<file path="src/rtl/up3.sv">
// up3 -- binary (bitnet) 1-to-3 expansion layer.
//
// Each of N input bits fans out to three output bits through three learned
// 1-bit weights (XNOR binding), giving OUT_N = 3*N outputs. The backward pass
// maps 3N targets to N desired inputs by a per-unit majority vote. It then
// flips, gated by the oscillator bit, every weight whose target disagrees
// with the last forward output.
//
// Unit i owns w[3i+2:3i], fin[i], bin[3i+2:3i], fout[3i+2:3i], bout[i].
//
// Ports:
//   clk_in        clock
//   rst_in        asynchronous active-low reset
//   oscillator    random bit, gates the backward weight update
//   fd_prop       start forward pass (level, sampled in IDLE; wins over bk_prop)
//   bk_prop       start backward pass (level, sampled in IDLE)
//   fin  [N]      forward input bits
//   bin  [3N]     backward target bits
//   fd_prop_done  one-cycle pulse, forward pass complete
//   bk_prop_done  one-cycle pulse, backward pass complete
//   busy          high while not IDLE
//   control_out   current weight register w
//   fout [3N]     forward output (held between passes)
//   bout [N]      backward output / desired input (held between passes)
//
// Optional feature, macro UP3_WEIGHT_LOAD_EN:
//   load_en       in IDLE with no command pending, loads w from load_data
//   load_data [3N]
module up3 #(
  parameter int N = 9
) (
  input  logic           clk_in,
  input  logic           rst_in,
  input  logic           oscillator,
  input  logic           fd_prop,
  input  logic           bk_prop,
  input  logic [N-1:0]   fin,
  input  logic [3*N-1:0] bin,
`ifdef UP3_WEIGHT_LOAD_EN
  input  logic           load_en,
  input  logic [3*N-1:0] load_data,
`endif
  output logic           fd_prop_done,
  output logic           bk_prop_done,
  output logic           busy,
  output logic [3*N-1:0] control_out,
  output logic [3*N-1:0] fout,
  output logic [N-1:0]   bout
);

  localparam int OUT_N = 3 * N;

  typedef enum logic [2:0] {
    IDLE,
    FWD_CALC,
    FWD_DONE,
    BK_CALC,
    BK_UPD
  } state_t;

  state_t           state;
  logic [OUT_N-1:0] w;
  logic [N-1:0]     fin_q;
  logic [OUT_N-1:0] bin_q;

  logic [OUT_N-1:0] fin_x;     // each latched input bit replicated across its unit
  logic [OUT_N-1:0] fwd_nxt;
  logic [OUT_N-1:0] agree;     // target bit agrees with its weight
  logic [N-1:0]     bk_nxt;

  always_comb begin
    fin_x  = '0;
    bk_nxt = '0;
    for (int unsigned i = 0; i < N; i++) begin
      fin_x[3*i +: 3] = {3{fin_q[i]}};
    end
    fwd_nxt = ~(fin_x ^ w);
    agree   = ~(bin_q ^ w);
    for (int unsigned i = 0; i < N; i++) begin
      bk_nxt[i] = (agree[3*i] & agree[3*i+1]) |
                  (agree[3*i] & agree[3*i+2]) |
                  (agree[3*i+1] & agree[3*i+2]);
    end
  end

  assign control_out = w;

  always_ff @(posedge clk_in or negedge rst_in) begin
    if (!rst_in) begin
      state        <= IDLE;
      w            <= '0;
      fin_q        <= '0;
      bin_q        <= '0;
      fout         <= '0;
      bout         <= '0;
      fd_prop_done <= 1'b0;
      bk_prop_done <= 1'b0;
      busy         <= 1'b0;
    end else begin
      fd_prop_done <= 1'b0;
      bk_prop_done <= 1'b0;
      case (state)
        IDLE: begin
          if (fd_prop) begin
            fin_q <= fin;
            state <= FWD_CALC;
            busy  <= 1'b1;
          end else if (bk_prop) begin
            bin_q <= bin;
            state <= BK_CALC;
            busy  <= 1'b1;
          end
`ifdef UP3_WEIGHT_LOAD_EN
          else if (load_en) begin
            w <= load_data;
          end
`endif
        end
        FWD_CALC: begin
          fout  <= fwd_nxt;
          state <= FWD_DONE;
        end
        FWD_DONE: begin
          fd_prop_done <= 1'b1;
          state        <= IDLE;
          busy         <= 1'b0;
        end
        BK_CALC: begin
          // Majority uses the weights as they stand before this pass's update.
          bout  <= bk_nxt;
          state <= BK_UPD;
        end
        BK_UPD: begin
          // Flip every weight whose target disagrees with the held forward output.
          if (oscillator) begin
            w <= w ^ (bin_q ^ fout);
          end
          bk_prop_done <= 1'b1;
          state        <= IDLE;
          busy         <= 1'b0;
        end
        default: begin
          state <= IDLE;
          busy  <= 1'b0;
        end
      endcase
    end
  end

endmodule

</file>
<file path="config.mk">
export PLATFORM = sky130hd
export DESIGN_NAME = up3
export DESIGN_NICKNAME = d
export VERILOG_FILES = /design/src/rtl/up3.sv
export SDC_FILE = /design/constraint.sdc
export NUM_CORES = 1
export LEC_CHECK = 0
export BUFFER_PORTS_ARGS = -buffer_cell sky130_fd_sc_hd__buf_2
export CAP_MARGIN = 15
export CELL_PAD_IN_SITES_DETAIL_PLACEMENT = 2
export CELL_PAD_IN_SITES_GLOBAL_PLACEMENT = 2
export CORE_UTILIZATION = 26
export CTS_CLUSTER_SIZE = 12
export DETAILED_ROUTE_END_ITERATION = 8
export PLACE_DENSITY = 0.61
export SLEW_MARGIN = 20
export SYNTH_ARGS = -nofsm -noshare
export SYNTH_HDL_FRONTEND = slang
export SYNTH_SLANG_ARGS = --single-unit
</file>
<file path="constraint.sdc">
create_clock -name clk_in -period 1.4 [get_ports clk_in]
set_input_delay 0.07 -clock clk_in [delete_from_list [all_inputs] [get_ports clk_in]]
set_output_delay 0.07 -clock clk_in [all_outputs]
set_load 0.005 [all_outputs]
</file>
==> impl_metrics.toml, run 1 <==
[logic_synthesis]
ys.warnings.count = 0
synth.largest_area_cell = "dfrtp_1"
async_flop_share_pct = 100
synth_seq_cells = 105
synth_area_per_cell_sq_um = 12.6
synthesis.nets = 431
syn_area_sq_um = 4920
synthTopCellsByCount = "dfrtp_1 (105), xor2_1 (81), nand2_1 (63)"
synth_ff_type = "dfrtp_1"
netlist_instances = 390
synth_edf_count = 0
yosysTopAreaCellShare_pct = 53.4
ys_types = 26
synthTopCellsByArea = "dfrtp_1 (53%), xor2_1 (14%), mux2_4 (6.1%)"
yosysMostFrequentCell = "dfrtp_1"
yosysSeqAreaShare_pct = 53.4

[floorplanning]
initial_core_util_pct = 26.9
die_y_um = 140
fp.dieW_um = 140
pin_count = 107
num_rows = 49
core-area_sq_um = 18300
die_area_sq_um = 19500

[hold_path]
hp-class = "in2reg"
hold_start = "bk_prop"
hold_end = "state[0]"
hold_depth = 3

[grt]
grt_usage_pct = 14.9
antenna_found_initial = 0
overflow = 0
grt_pass1_wl_um = 21900
grt_pass1_vias = 3912
grt_start_max_net_pins = 57

[pwr]
vdd_drop_max_mv = 0.739
sw_frac_of_total_pct = 40.5
pwr-share-comb_pct = 47.7
switching_power_w = 0.00691
leakagePower_nw = 3.62
internal-power_w = 0.0102
seqPwrFrac_pct = 38.2
pwr-share-clk_pct = 14.0
p_per_area_nw_per_um2 = 2370

[routing]
drtPass1Iterations = 3
viasPerCell = 4.38
drc = 0
ant_nets = 0
routed_wl_um = 14800
route.vias.total = 3486
wl_per_cell_um = 18.6
drt_iter0_drc = 78

[cts]
numCtsBuffers = 9
h-tree-depth = 3
clock_path_buffers = 2
cts_tree = "built"
path_clk_slew_ps = 70
cts_sinks = 105
clk_latency_ps = 360
cts-root-buf = "clkbuf_16"

[worst_setup_path]
critical_path.slowest_cell = "dfrtp_2"
crit_path_start_kind = "flip-flop"
path_class = "reg2reg"
r2r-start = "state[1]"
crit_required_ps = 1640
cp_top_family = "simple AND/OR/NAND/NOR gates"
end_kind = "flip-flop"
worstPathCellList = "buf_6 -> and4bb_4 -> clkbuf_16 -> nand2_4 -> xnor2_2"
reg2reg_slack_ps = -130
reg2reg_to = "control_out[0]"
crit_arrival_ps = 1770
critPathMaxFanout = 6
max_stage_delay_ps = 450
path_buf_inv = 2
rr_worst_depth = 5

[finish]
nFillCells = 1858
final_layout_size_suffix_gt1_share_pct = 50.9
fin_nets = 604
multi_input_area_sq_um = 2580
antenna_cells = 0
design_area_sq_um = 7190
syn_to_final_growth_pct = 46.2
area.sequential_sq_um = 2630

[sta]
finalCriticalPeriod_ps = 1530
fin_skew_ps = 8.25
rsz0062_at_grt = "yes"
setup_tns_ps = -8200
slew_headroom_pct = 73.0
setup_slack_ps = -131
clock.fmax_ghz = 0.653
finalHoldViolCount = 0
hold_ws_ps = 37.8
post-route-period-util_pct = 109
worst_pin_slew_ps = 405
slew_violations = 0
setup_viol = 90

[flow_run]
maxCapViolCount = 0

[run_status]
status = "finished with violations"
violations = "setup timing"

[placed_design]
portBuffers = 106
dpl_cell_area_sq_um = 5790
place_ws_ps = -154
hpwl_um = 9220
gp_congestion = 0.662
through the flow:
stage	instances	util (%)	total power (W)
after floorplan	390	-	0.0104
after global placement	728	31.7	0.0125
after detailed placement	728	31.7	0.0128
after CTS	784	36.0	0.0157
after global routing	795	39.4	0.0183
final	795	39.4	0.0171
worst max path at each step:
stage,startpoint,endpoint,slack [ps],depth (start not counted)
CTS,state[1],control_out[8],-100,5
global placement,state[0],fin_q[3],-90,4
detailed placement,state[1],control_out[4],-150,5
floorplan,state[0],fin_q[0],-40,5
global route,state[1],control_out[0],-180,5
finish,state[1],control_out[0],-130,5
cell usage in the layout (no fill, tap or decap), types with 2 or more instances in the layout:
master / Yosys / layout
buf_2: 1 / 105
dfrtp_1: 105 / 103
xor2_1: 81 / 81
dlygate4sd3_1: 0 / 37
mux2_4: 20 / 29
nand2_4: 1 / 28
nand2_2: 0 / 26
o21ai_2: 23 / 23
clkbuf_16: 0 / 15
xnor2_1: 27 / 14
xnor2_2: 0 / 13
buf_4: 5 / 10
nand2_1: 63 / 9
o21ai_1: 4 / 9
maj3_1: 9 / 9
buf_6: 9 / 9
mux2_2: 16 / 7
buf_12: 0 / 7
nor2_1: 3 / 3
nor3b_1: 2 / 2
nor2b_1: 2 / 2
o21ai_4: 0 / 2
o21ai_0: 9 / 2
inv_1: 2 / 2
clkinv_2: 0 / 2
buf_8: 0 / 2
dfrtp_2: 0 / 2
state kept, by name, indices dropped and copies added, names as in the netlist:
| register | count |
|---|---|
| bin_q | 27 |
| bk_prop_done | 1 |
| bout | 9 |
| busy | 1 |
| control_out | 27 |
| fd_prop_done | 1 |
| fin_q | 9 |
| fout | 27 |
| state | 3 |
logic make-up after synthesis:
group	count (synthesis)	synth area share, %
muxes	36	9.77
xor gates and xnor gates	108	19.2
DFF	105	53.4
adders and majority gates	9	1.83
buffers and inverters	17	3.08
AOI/OAI and AO/OA	38	5.67
and+or+nand+nor	77	6.97
worst reg2reg max path, delay by kind of cell, from the launching register on:
kind          cells  cell delay, ps
simple gates      2             490
flops             1             450
buf+inv           2             340
xor+xnor          1             130
power by group through the flow:
stage	sequential, W	clock (W)	combinational, W
global placement	0.00633	0	0.00613
global route	0.00679	0.00257	0.00893
CTS	0.00640	0.00249	0.00686
finish	0.00652	0.00239	0.00814
detailed placement	0.00642	0	0.00637
floorplan	0.00606	0	0.00431
layout make-up:
| class | count | area share, % |
|---|---|---|
| Inverter | 2 | 0.104 |
| Clock buffer | 11 | 3.38 |
| Timing Repair Buffer | 177 | 19.7 |
| Clock inverter | 3 | 0.261 |
| Sequential cell | 105 | 36.6 |
| Multi-Input combinational cell | 268 | 35.9 |
| Tap cell | 229 | 3.98 |
layer usage:
layer | track usage (%) | routed length, um | vias to the layer above | part of all wire (%)
li1 | - | - | 1619 | -
met3 | 2.75 | 357 | 12 | 2.4
met4 | 4.56 | 208 | 0 | 1.4
met5 | 0 | 0 | - | 0
met1 | 18.1 | 6400 | 1794 | 43
met2 | 26.5 | 7860 | 61 | 53
timing repair:
item,4_1_cts,5_1_grt
endpoints found under the setup margin,83,90
pin swaps,2,15
endpoints found under the hold margin,141,0
gates resized for setup,25,114
hold buffers,37,0
gates cloned,1,8
setup buffers,4,3
Power figures use the tool's default switching activity.
==> run 2: changes to the inputs <==
Settings changed: REMOVE_ABC_BUFFERS set to 1.
==> run 2 against run 1 <==
The run still ends with setup timing left; setup slack gained 88 ps; combinational power shrank 15%; register-to-register slack gained 90 ps; critical path type unchanged; largest cell class unchanged; cell count shrank 1.5%; via count shrank 1.9%; sequential share of layout area grew 2.6 points; first-iteration DRC count shrank 26%; routed wire length shrank 6.9%; critical endpoint is now fin_q[1]; non-clock buffer count shrank 14; die area is the same; design area shrank 6.6%; core utilization shrank 2.6 points.
==> impl_metrics.toml, run 2 (same netlist as run 1, synthesis figures left out) <==
[run_status]
status = "finished with violations"
violations = "setup timing"

[sta]
finalCriticalPeriod_ps = 1440
slew_violations = 0
worst_pin_slew_ps = 464
slew_headroom_pct = 69.1
finalHoldViolCount = 0
fin_skew_ps = 6.41
setup_tns_ps = -413
rsz0062_at_grt = "yes"
post-route-period-util_pct = 103
setup_viol = 28
setup_slack_ps = -42.4
clock.fmax_ghz = 0.693

[grt]
antenna_found_initial = 0
grt_pass1_vias = 3924
grt_usage_pct = 14.6
grt_pass1_wl_um = 21700
overflow = 0
grt_start_max_net_pins = 51

[pwr]
leakagePower_nw = 3.26
switching_power_w = 0.00610
vdd_drop_max_mv = 0.885
pwr-share-clk_pct = 17.5
internal-power_w = 0.0100
seqPwrFrac_pct = 39.8
p_per_area_nw_per_um2 = 2400
pwr-share-comb_pct = 42.8
sw_frac_of_total_pct = 37.8

[finish]
fin_nets = 590
final_util_pct = 36.8
layout_common_cells = "buf_2 (105), dfrtp_1 (103), xor2_1 (81), nand2_1 (44), dlygate4sd3_1 (37)"
design_area_sq_um = 6720
final_layout_size_suffix_gt1_share_pct = 41.2
mostFrequentLayoutCell = "buf_2"
syn_to_final_growth_pct = 36.6
antenna_cells = 0
nFillCells = 1907

[routing]
routed_wl_um = 13800
route.vias.total = 3421
drc = 0
ant_nets = 0
viasPerCell = 4.37
drt_iter0_drc = 58
drtPass1Iterations = 4
wl_per_cell_um = 17.6

[cts]
cts-root-buf = "clkbuf_16"
clock_path_buffers = 2
cts_tree = "built"
clk_latency_ps = 350
numCtsBuffers = 9
cts_sinks = 105
path_clk_slew_ps = 70
h-tree-depth = 3

[placed_design]
hpwl_um = 9340
place_ws_ps = -88.7
gp_congestion = 0.725
dpl_cell_area_sq_um = 5800
portBuffers = 106

[hold_path]
hold_depth = 3
hp-class = "in2reg"
hold_start = "bk_prop"

[floorplanning]
initial_core_util_pct = 26.9
fp.dieW_um = 140
die_y_um = 140
die_area_sq_um = 19500
num_rows = 49
core-area_sq_um = 18300
pin_count = 107

[worst_setup_path]
rr_worst_depth = 4
crit_required_ps = 1640
reg2reg_slack_ps = -40
r2r-start = "state[1]"
path_class = "reg2reg"
crit_arrival_ps = 1680
startpoint = "state[1]"
end_kind = "flip-flop"
critPathMaxFanout = 5
crit_path_start_kind = "flip-flop"

[flow_run]
maxCapViolCount = 0
-- run 2: cell types whose count changed in the layout (fill, tap and decap cells not counted), sizes merged --
cell,change
buf,-10
bufinv,+2
clkbuf,-4
clkinv,-1
clkinvlp,+1
-- run 2: routing by layer --
layer | wire [um] | GRT usage (%) | vias to the layer above
met1 | 5900 | 16.8 | 1752
met4 | 153 | 4.39 | 0
met3 | 549 | 3.65 | 10
met2 | 7190 | 26.5 | 69
li1 | - | - | 1590
met5 | 0 | 0 | -
-- run 2: metrics by stage --
stage,power (W),instances,hold WS (ps)
global route,0.0174,783,43.5
detailed placement,0.0127,726,97.2
floorplan,0.0101,375,-226
CTS,0.0160,780,30.2
global placement,0.0124,726,94.5
finish,0.0161,783,39.8
-- run 2: critical path, stage by stage (launching register included) --
cell and delay (ps):
dfrtp_2 450, nor3_4 260, and2_4 190, buf_6 130
mux2_4 300
-- run 2: power by group through the flow --
stage | sequential [W] | clock (W) | combinational (W)
6_report | 0.00642 | 0.00282 | 0.00691
5_1_grt | 0.00668 | 0.00306 | 0.00764
4_1_cts | 0.00640 | 0.00296 | 0.00660
3_5_place_dp | 0.00642 | 0 | 0.00632
3_3_place_gp | 0.00632 | 0 | 0.00605
2_1_floorplan | 0.00611 | 0 | 0.00397
-- run 2: area by class of cell --
cell class                 count  area [sq um]  area share [%]
sequential                   105          2630            39.1
clock buffer                  11           253            3.76
timing repair buffer         163          1190            17.7
tap                          229           287            4.26
inverter                       2          7.51           0.112
multi-input combinational    268          2270            33.8
clock inverter                 5          77.6            1.15
-- run 2: timing repair --
action | CTS | global route
pin swaps | 3 | 14
resized for setup | 14 | 31
gates cloned | 0 | 3
endpoints found under the setup margin | 30 | 54
buffers inserted | 1 | 0
hold endpoints to repair | 141 | 0
hold buffers | 37 | 0
-- run 2: worst paths after layout --
check,endpoint
max,fin_q[1]
min,state[0]
max reg2reg,fin_q[1]
min reg2reg,bout[6]
max in group asynchronous,control_out[10]
min in group asynchronous,bk_prop_done
==> run 3: changes to the inputs <==
Settings changed: CELL_PAD_IN_SITES_DETAIL_PLACEMENT 2 to 1, CELL_PAD_IN_SITES_GLOBAL_PLACEMENT 2 to 1, PLACE_DENSITY 0.61 to 0.52.
Clock period 1.4 ns to 1.3 ns, I/O delays scaled along.
==> run 3 against run 2 <==
The run still ends with setup timing left; hold slack improved by 48 ps; routed wire length rose by 0.52%; die area did not move; maximum frequency fell by 2.1%; largest cell class unchanged; highest routed layer unchanged.
==> impl_metrics.toml, run 3 (same netlist as run 1, synthesis figures left out) <==
[run_status]
status = "finished with violations"
violations = "setup timing"

[finish]
syn_to_final_growth_pct = 43.3
layout_common_cells = "buf_2 (105), dfrtp_1 (103), xor2_1 (81), dlygate4sd3_1 (37), nand2_1 (27)"
fin_nets = 606
mostFrequentLayoutCell = "buf_2"
area.sequential_sq_um = 2630
antenna_cells = 0
final_layout_size_suffix_gt1_share_pct = 46.0
nFillCells = 1970
multi_input_area_sq_um = 2380

[placed_design]
place_ws_ps = -197
portBuffers = 106
hpwl_um = 8960
gp_congestion = 0.700

[worst_setup_path]
crit_arrival_ps = 1710
path_class = "reg2reg"
crit_required_ps = 1530
crit_path_start_kind = "flip-flop"
end_kind = "flip-flop"
max_stage_delay_ps = 420
path_buf_inv = 2
crit_cells = 5
critPathMaxFanout = 20
cp_top_family = "flip-flops"
critical_path.slowest_cell = "dfrtp_1"
reg2reg_slack_ps = -170
rr_worst_depth = 5
worstPathCellList = "nor3_4 -> buf_4 -> nand2_4 -> buf_12 -> mux2_4"

[floorplanning]
die_area_sq_um = 19500
core-area_sq_um = 18300
fp.dieW_um = 140
num_rows = 49
die_y_um = 140
pin_count = 107
initial_core_util_pct = 26.9

[routing]
ant_nets = 0
viasPerCell = 4.30
wl_per_cell_um = 17.4
drt_iter0_drc = 71
drc = 0
drtPass1Iterations = 4
routed_wl_um = 13900
route.vias.total = 3428

[grt]
overflow = 0
gr-max-usage-layer = "met2"
grt_usage_pct = 14.7
grt.met1_usage_pct = 18.0
antenna_found_initial = 0
grt_pass1_vias = 3854
grt_util_met3_pct = 3.75
grt_pass1_wl_um = 21600
grt_start_max_net_pins = 34
grt.met2_usage_pct = 25.3

[sta]
finalCriticalPeriod_ps = 1470
rsz0062_at_grt = "yes"
setup_slack_ps = -173
fin_skew_ps = 6.58
clock.fmax_ghz = 0.679
slew_violations = 0
finalHoldViolCount = 0
setup_viol = 99
worst_pin_slew_ps = 461
slew_headroom_pct = 69.3
post-route-period-util_pct = 113

[pwr]
p_per_area_nw_per_um2 = 2600
leakagePower_nw = 3.43
p_total_w = 0.0183
vdd_drop_max_mv = 0.895

[cts]
path_clk_slew_ps = 70
clock_path_buffers = 2
cts_tree = "built"
h-tree-depth = 3
cts_sinks = 105
cts-root-buf = "clkbuf_16"
clk_latency_ps = 350
numCtsBuffers = 9

[flow_run]
maxCapViolCount = 0

[hold_path]
hold_depth = 4
hp-class = "in2reg"
==> run 3: cell count changes in the layout (fill, tap and decap cells not counted), moves of 3 or more <==
cell and delta:
nand2_1 -17, nand2_4 +13, mux2_2 +9, mux2_4 -9, buf_4 +8, o21ai_0 -6, nand2_2 +4, o21ai_1 +4
buf_16 +3, buf_6 +3
==> run 3: what timing repair did <==
| action | in CTS | in global routing |
|---|---|---|
| endpoints found under the setup margin | 90 | 99 |
| gates cloned | 4 | 3 |
| pin swaps | 19 | 26 |
| hold buffers | 37 | 0 |
| buffers inserted | 5 | 2 |
| gates resized for setup | 49 | 48 |
| endpoints found under the hold margin | 63 | 0 |
==> run 3: cell type report <==
cell class,count,share of cell area (%)
Inverter,2,0.107
Clock buffer,10,3.25
Sequential cell,105,37.3
Timing Repair Buffer,179,20.0
Tap cell,229,4.07
Clock inverter,5,1.49
Multi-Input combinational cell,268,33.8
==> run 3: worst paths after layout <==
path                               start            to
worst max-delay path            state[2]     bin_q[19]
worst min-delay path             bk_prop          busy
worst max register to register  state[2]     bin_q[19]
worst min register to register   bout[2]       bout[2]
max in group asynchronous         rst_in     bin_q[19]
min in group asynchronous         rst_in  bk_prop_done
==> run 3: stage by stage <==
stage	std cells	hold slack (ps)	utilization (%)	TNS, ps	area (sq um)
after floorplan	375	-231	-	-34610	4770
after global placement	734	49.1	32.0	-3580	5850
after detailed placement	734	51.0	32.0	-6130	5850
after CTS	795	62.0	37.3	-9540	6820
after global routing	798	117	38.6	-15670	7040
final	798	87.7	38.6	-9550	7040
==> run 3: worst register-to-register path, stage by stage (launching register included) <==
cell,delay [ps]
dfrtp_1,420
nor3_4,220
buf_4,150
nand2_4,50
buf_12,190
mux2_4,330
==> run 3: metal layers <==
metal  routed length (um)  part of all wire (%)
met1                 5980                    43
met2                 7110                    51
met3                  601                   4.3
met4                  174                   1.3
met5                    0                     0
==> run 3: power breakdown <==
group | leakage (nW) | internal, W | switching [W]
sequential | 1.28 | 0.00487 | 0.00200
clock | 0.155 | 0.00187 | 0.00125
combinational | 1.99 | 0.00463 | 0.00372
